## config.mk

```make
export PLATFORM = sky130hd
export DESIGN_NAME = fmap_streamer_4ch
export DESIGN_NICKNAME = d
export VERILOG_FILES = /design/src/rtl/fmap_streamer_4ch.sv
export SDC_FILE = /design/constraint.sdc
export NUM_CORES = 1
export LEC_CHECK = 0
export ABC_AREA = 1
export CAP_MARGIN = 10
export CORE_MARGIN = 2
export CORE_UTILIZATION = 54
export DETAILED_ROUTE_END_ITERATION = 7
export DONT_BUFFER_PORTS = 1
export PLACE_DENSITY = 0.68
export SLEW_MARGIN = 20
export SYNTH_ARGS = -nofsm -noshare
export SYNTH_HDL_FRONTEND = slang
export SYNTH_SLANG_ARGS = --single-unit
```

## constraint.sdc

```tcl
create_clock -name clk -period 9.1 [get_ports clk]
set_clock_uncertainty 0.05 [all_clocks]
set_input_delay 1.365 -clock clk [delete_from_list [all_inputs] [get_ports clk]]
set_output_delay 1.365 -clock clk [all_outputs]
set_load 0.1 [all_outputs]
```

## src/rtl/fmap_streamer_4ch.sv

```systemverilog
// ----------------------------------------------------------------------------
// fmap_streamer_4ch
//
// Purpose:
//   Holds one IMG_Width x IMG_Height frame for each of four channels and, on
//   request, streams the frame out in raster order with all four channel
//   pixels presented in parallel. The output feeds a 4-channel conv layer.
//
// Ports:
//   clk        rising-edge clock for all state
//   rst        synchronous active-high reset (buffers are not cleared)
//   wr_en      buffer write strobe (honoured only while idle)
//   wr_ch      target channel 0..3
//   wr_addr    raster pixel index row*IMG_Width+col (>= NPIX is dropped)
//   wr_data    pixel value
//   start      single-cycle request to stream the buffered frame
//   pause      (only with FMAP_STREAM_PAUSE_EN) hold the stream for a cycle
//   Out_0..3   channel pixels, held while valid_out is low
//   valid_out  Out_0..Out_3 carry a freshly issued pixel
//   busy       high while the frame is being issued
//   done       one-cycle pulse in the cycle after the last valid pixel
//
// Configuration:
//   FMAP_STREAM_PAUSE_EN  adds the pause input. Left undefined, every
//                         streaming cycle issues a pixel.
//
// Timing: start sampled at edge T -> buffer read at edge T+1 -> Out_x and
// valid_out registered at edge T+2.
// ----------------------------------------------------------------------------
module fmap_streamer_4ch #(
    parameter int IMG_Width  = 3,
    parameter int IMG_Height = 3,
    parameter int Datawidth  = 32,
    localparam int NPIX      = IMG_Width * IMG_Height,
    localparam int ADDR_W    = (NPIX > 1) ? $clog2(NPIX) : 1
) (
    input  logic                 clk,
    input  logic                 rst,
    input  logic                 wr_en,
    input  logic [1:0]           wr_ch,
    input  logic [ADDR_W-1:0]    wr_addr,
    input  logic [Datawidth-1:0] wr_data,
    input  logic                 start,
`ifdef FMAP_STREAM_PAUSE_EN
    input  logic                 pause,
`endif
    output logic [Datawidth-1:0] Out_0,
    output logic [Datawidth-1:0] Out_1,
    output logic [Datawidth-1:0] Out_2,
    output logic [Datawidth-1:0] Out_3,
    output logic                 valid_out,
    output logic                 busy,
    output logic                 done
);

    localparam logic [0:0] S_IDLE   = 1'b0;
    localparam logic [0:0] S_STREAM = 1'b1;

    localparam logic [ADDR_W:0]   NPIX_W   = NPIX[ADDR_W:0];
    localparam logic [ADDR_W-1:0] LAST_IDX = ADDR_W'(NPIX - 1);

    logic [0:0]           r_state;
    logic [ADDR_W-1:0]    r_cnt;
    logic [Datawidth-1:0] r_mem [4][NPIX];

    logic [Datawidth-1:0] r_pix_p0 [4];
    logic                 r_vld_p0;
    logic                 r_last_p0;
    logic                 r_last_p1;

    logic w_pause;
    logic w_issue;
    logic w_last;
    logic w_addr_ok;

`ifdef FMAP_STREAM_PAUSE_EN
    assign w_pause = pause;
`else
    assign w_pause = 1'b0;
`endif

    assign w_issue   = (r_state == S_STREAM) && !w_pause;
    assign w_last    = (r_cnt == LAST_IDX);
    assign w_addr_ok = ({1'b0, wr_addr} < NPIX_W);
    assign busy      = (r_state == S_STREAM);

    // Buffers: writes land only while idle, so a write in the same cycle as
    // start is already visible when pixel 0 is read one edge later.
    always_ff @(posedge clk) begin
        if (wr_en && (r_state == S_IDLE) && w_addr_ok) begin
            r_mem[wr_ch][wr_addr] <= wr_data;
        end
    end

    // Stage p0: synchronous buffer read of the issued pixel.
    always_ff @(posedge clk) begin
        if (w_issue) begin
            for (int c = 0; c < 4; c++) begin
                r_pix_p0[c] <= r_mem[c][r_cnt];
            end
        end
    end

    always_ff @(posedge clk) begin
        if (rst) begin
            r_state   <= S_IDLE;
            r_cnt     <= '0;
            r_vld_p0  <= 1'b0;
            r_last_p0 <= 1'b0;
            r_last_p1 <= 1'b0;
            valid_out <= 1'b0;
            done      <= 1'b0;
            Out_0     <= '0;
            Out_1     <= '0;
            Out_2     <= '0;
            Out_3     <= '0;
        end else begin
            case (r_state)
                S_IDLE: begin
                    if (start) begin
                        r_state <= S_STREAM;
                        r_cnt   <= '0;
                    end
                end
                default: begin
                    if (w_issue) begin
                        if (w_last) begin
                            r_state <= S_IDLE;
                            r_cnt   <= '0;
                        end else begin
                            r_cnt <= r_cnt + 1'b1;
                        end
                    end
                end
            endcase

            r_vld_p0  <= w_issue;
            r_last_p0 <= w_issue && w_last;

            // Stage p1: present the pixel; outputs hold when nothing new.
            valid_out <= r_vld_p0;
            r_last_p1 <= r_last_p0;
            if (r_vld_p0) begin
                Out_0 <= r_pix_p0[0];
                Out_1 <= r_pix_p0[1];
                Out_2 <= r_pix_p0[2];
                Out_3 <= r_pix_p0[3];
            end

            // Stage p2: end-of-frame pulse follows the last valid pixel.
            done <= r_last_p1;
        end
    end

endmodule

```

==> reports/summary.md <==
The flow ran to the end, and the final reports show no timing, DRC or antenna violations. Counting the fill cells in the layout gives 8101. The post-DP HPWL was 77000 µm. In this run the cell area measured after placement is 58200 µm². The final max-slew violation count came out at 0.

Class of the most critical hold timing path: flop to flop. Synthesis instantiated 21 different standard cells from the library. Global routing finished with a remaining overflow of 0.

Summing every instance area after synthesis gives 57000 µm². The worst hold path begins at r_last_p1$_SDFF_PP0_. Counting instances, the worst hold path has a depth of 2.

The worst-case IR drop observed on VDD is 0.191 mV. Cells with a size suffix above 1 make up 5.77% of the layout. The count of boundary I/O pins was 173; the number of input and output port buffers inserted was 0.

For the count of standard-cell rows, the log shows 119. The worst path in the final design needs a cycle of 4.17 ns, including I/O delays and setup. The initial utilization of the core area, before any placement, comes to 54.3%. For the worst flop-to-flop path, the logic depth is 8. Clock tree synthesis inserted a total of 143 buffers.

The share of synthesized area occupied by flip-flops and latches is 72.3%. The total chip power was 0.0140 W. The worst slew slack as a fraction of its limit is 25.8%. The worst setup path is launched from a flop. The net switching share of the total power was 22.8%. The clock network accounts for 42.0% of the total power. The first global-routing pass estimated 215000 µm of wire.

The die area came out at 108000 µm². The first detailed-routing pass ran for 7 iterations. The max capacitance violation total is 0, and the post-cts sizing count is 0. The number of antenna violations at the first check in global routing was 6; the placeable core area was 105000 µm². Counting tap cells, the placed design contains a total of 6403 instances. For the final-report setup violation count, the log shows 0.

With fillers left out, the area of the finished cells amounts to 63200 µm². The H-tree generated during clock tree synthesis spans 4 levels. Horizontal die dimension: 329 µm. After clock tree synthesis, the clock-pin slew on the worst setup and hold paths is 0.07 ns. The analysis attributes to cell leakage a power of 25.9 nW. In this run the vertical extent of the chip is 329 µm. Timing would allow up to 240 MHz. The final hold violation count is 0, and the pin count of the biggest net entering global routing is 204. The critical path class was flop to flop.

Summed over all nets, the switching power comes to 0.00319 W. Clock tree synthesis selected as its root buffer the cell clkbuf_16. The critical register-to-register path endpoint was r_pix_p0[1][28]$_DFFE_PP_.

The worst-case hold slack was 0.358 ns. Summed over all failing endpoints, the final setup total negative slack is 0 ns. The number of nets handed over by synthesis was 5291. TritonCTS built the clock tree. The post-synthesis sequential element count works out to 1418. The startpoint identified for the worst register-to-register timing path is r_cnt[0]$_SDFFE_PP0P_. A synthesized cell averages 10.9 µm². Post-CTS timing repair inserted 0 buffers for setup. The count of routing violations after the opening detailed-route iteration is 4832, and the post-detailed-route count of antenna-violating nets is 0.

The power density normalized to cell area was 222 nW/µm². For the final net count, the log shows 5215. Combinational logic is responsible for 4.2% of the overall power.

During synthesis, Yosys emitted a total of 0 warnings. The hold-critical path endpoint is done$_SDFF_PP0_. After technology mapping, the gate count stands at 5247. The count of cells in the finished layout, fillers not included, comes to 6680.

The clock insertion delay at the later pin of the skew report was 0.74 ns; the final RePlAce weighted congestion was 0.800. For the worst setup path, the data required time is 9.55 ns. The element type at the critical path end was a flop.

The number of hold buffers added after CTS was 0. After detailed routing, the total wire length is 143000 µm. The routed layout has 36400 vias. The flop-to-flop setup slack was 4.93 ns. The number of sinks handled by clock tree synthesis was 1418; the internal portion of total power was 0.0108 W. Arrival time at the worst endpoint: 4.62 ns. Sequential cells burn 53.8% of the power. The area growth from synthesis to layout is 11.0%. After detailed routing, the average wire length per cell comes to 21.5 µm.

The maximum fanout count along the critical path is 172, and the DRC violation count after routing is 0. Setup repair after global routing left no endpoint under its margin. The via count of the first global-routing pass was 35000.

Using the TritonRoute via totals, the vias-per-cell ratio works out to 5.44. The worst path uses 45.8% of the clock period. The logs give 26.7% for the total global routing track utilization and 3 for the maximum count of clock buffers along a single path. For the pin with the worst max-slew slack, the measured transition is 1.11 ns.
[flip-flops by register name (all words and copies together), names as in the netlist]
| register | flops |
|---|---|
| Out_1 | 32 |
| busy | 1 |
| Out_2 | 32 |
| r_vld_p0 | 1 |
| Out_3 | 32 |
| done | 1 |
| r_pix_p0 | 128 |
| r_last_p1 | 1 |
| valid_out | 1 |
| r_mem | 1152 |
| r_last_p0 | 1 |
| r_cnt | 4 |
| Out_0 | 32 |
[power by group through the flow]
| stage | clock (W) | sequential, W | combinational (W) |
|---|---|---|---|
| detailed placement | 0 | 0.00768 | 0.000577 |
| CTS | 0.00595 | 0.00754 | 0.000581 |
| finish | 0.00588 | 0.00754 | 0.000584 |
| global route | 0.00619 | 0.00755 | 0.000655 |
| floorplan | 0 | 0.00765 | 0.000413 |
| global placement | 0 | 0.00768 | 0.000563 |
[worst max-delay path: stages (launching register included)]
cell and delay, ns:
dfxtp_4 0.83, buf_4 0.60, buf_12 0.57, buf_4 0.92, nand2_1 0.15, nand3_1 0.12, nand3_1 0.16, nand3_1 0.13
nand2_1 0.06
[cells in the mapped netlist]
cell type	number	share of area (%)
a21boi_0	1	0.013
a21oi_1	3	0.026
a32o_1	1	0.018
buf_1	25	0.16
buf_2	146	1.3
buf_4	10	0.13
clkbuf_1	89	0.59
clkinv_1	1	0.0066
dfxtp_1	138	4.8
edfxtp_1	1280	67
ha_1	2	0.044
inv_1	785	5.2
inv_2	1	0.0066
nand2_1	1553	10
nand3_1	775	6.8
nand4_1	1	0.011
nor2_1	303	2.0
nor4_1	1	0.011
nor4_2	1	0.022
o21ai_0	130	1.1
xor2_1	1	0.015
[cell families (layout without fill, tap and decap cells)]
family                     count (synthesis)  in the layout  synth area share (%)
xor gates and xnor gates                   1              1                0.0154
adders and majority gates                  2              2                0.0439
other                                      0              1                     0
AOI/OAI and AO/OA                        135            135                  1.20
buffers and inverters                   1057           1098                  7.35
and+or+nand+nor                         2634           2634                  19.1
DFF                                     1418           1418                  72.3
[metal layers]
metal | global-route usage [%] | share of wire (%) | vias to the layer above
met5 | 0 | 0.020 | -
met4 | 9.12 | 3.0 | 4
met3 | 5.40 | 9.9 | 248
met2 | 41.4 | 46 | 1644
met1 | 37.9 | 41 | 17500
li1 | - | - | 16900
[layout by cell type, fill, tap and decap left out]
cell,count
dfxtp_4,5
xor2_1,1
clkinv_1,21
buf_4,27
nor2_1,267
inv_6,5
clkinv_2,21
o21ai_0,130
nand4_1,1
clkbuf_16,152
a21oi_1,3
a21boi_0,1
dfxtp_1,133
ha_1,2
nor4_4,1
nor2_4,36
bufinv_16,10
nor4_1,1
inv_1,781
inv_4,6
edfxtp_1,1280
clkinv_8,2
clkbuf_8,15
diode_2,1
inv_8,2
nand3_1,775
buf_16,11
buf_12,11
nand2_1,1553
clkbuf_1,33
a32o_1,1
clkinvlp_4,1
[final cells by class]
type | instances | area [µm²] | area share [%]
clock inverters | 62 | 581 | 0.918
repair buffers | 49 | 726 | 1.15
flip-flops and latches | 1418 | 41200 | 65.2
well taps | 1391 | 1740 | 2.75
inverters | 787 | 2980 | 4.71
clock buffers | 200 | 4130 | 6.54
diodes | 1 | 2.50 | 0.00396
multi-input cells | 2772 | 11900 | 18.8
[through the flow]
stage	setup slack, ns	utilization (%)
2_1_floorplan	3.58	-
3_3_place_gp	5.14	55.3
3_5_place_dp	5.08	55.4
4_1_cts	5.10	59.9
5_1_grt	4.73	60.3
6_report	4.93	60.3
[worst max-delay path by stage]
stage	startpoint	endpoint	cells past startpoint
floorplan	busy$_SDFF_PP0_	r_mem[0][160]$_DFFE_PP_	3
global placement	wr_addr[0]	r_mem[2][108]$_DFFE_PP_	5
detailed placement	wr_addr[0]	r_mem[1][81]$_DFFE_PP_	5
CTS	r_cnt[0]$_SDFFE_PP0P_	r_pix_p0[3][2]$_DFFE_PP_	8
global route	r_cnt[0]$_SDFFE_PP0P_	r_pix_p0[1][28]$_DFFE_PP_	8
finish	r_cnt[0]$_SDFFE_PP0P_	r_pix_p0[1][28]$_DFFE_PP_	8
Power figures use the tool's default switching activity.
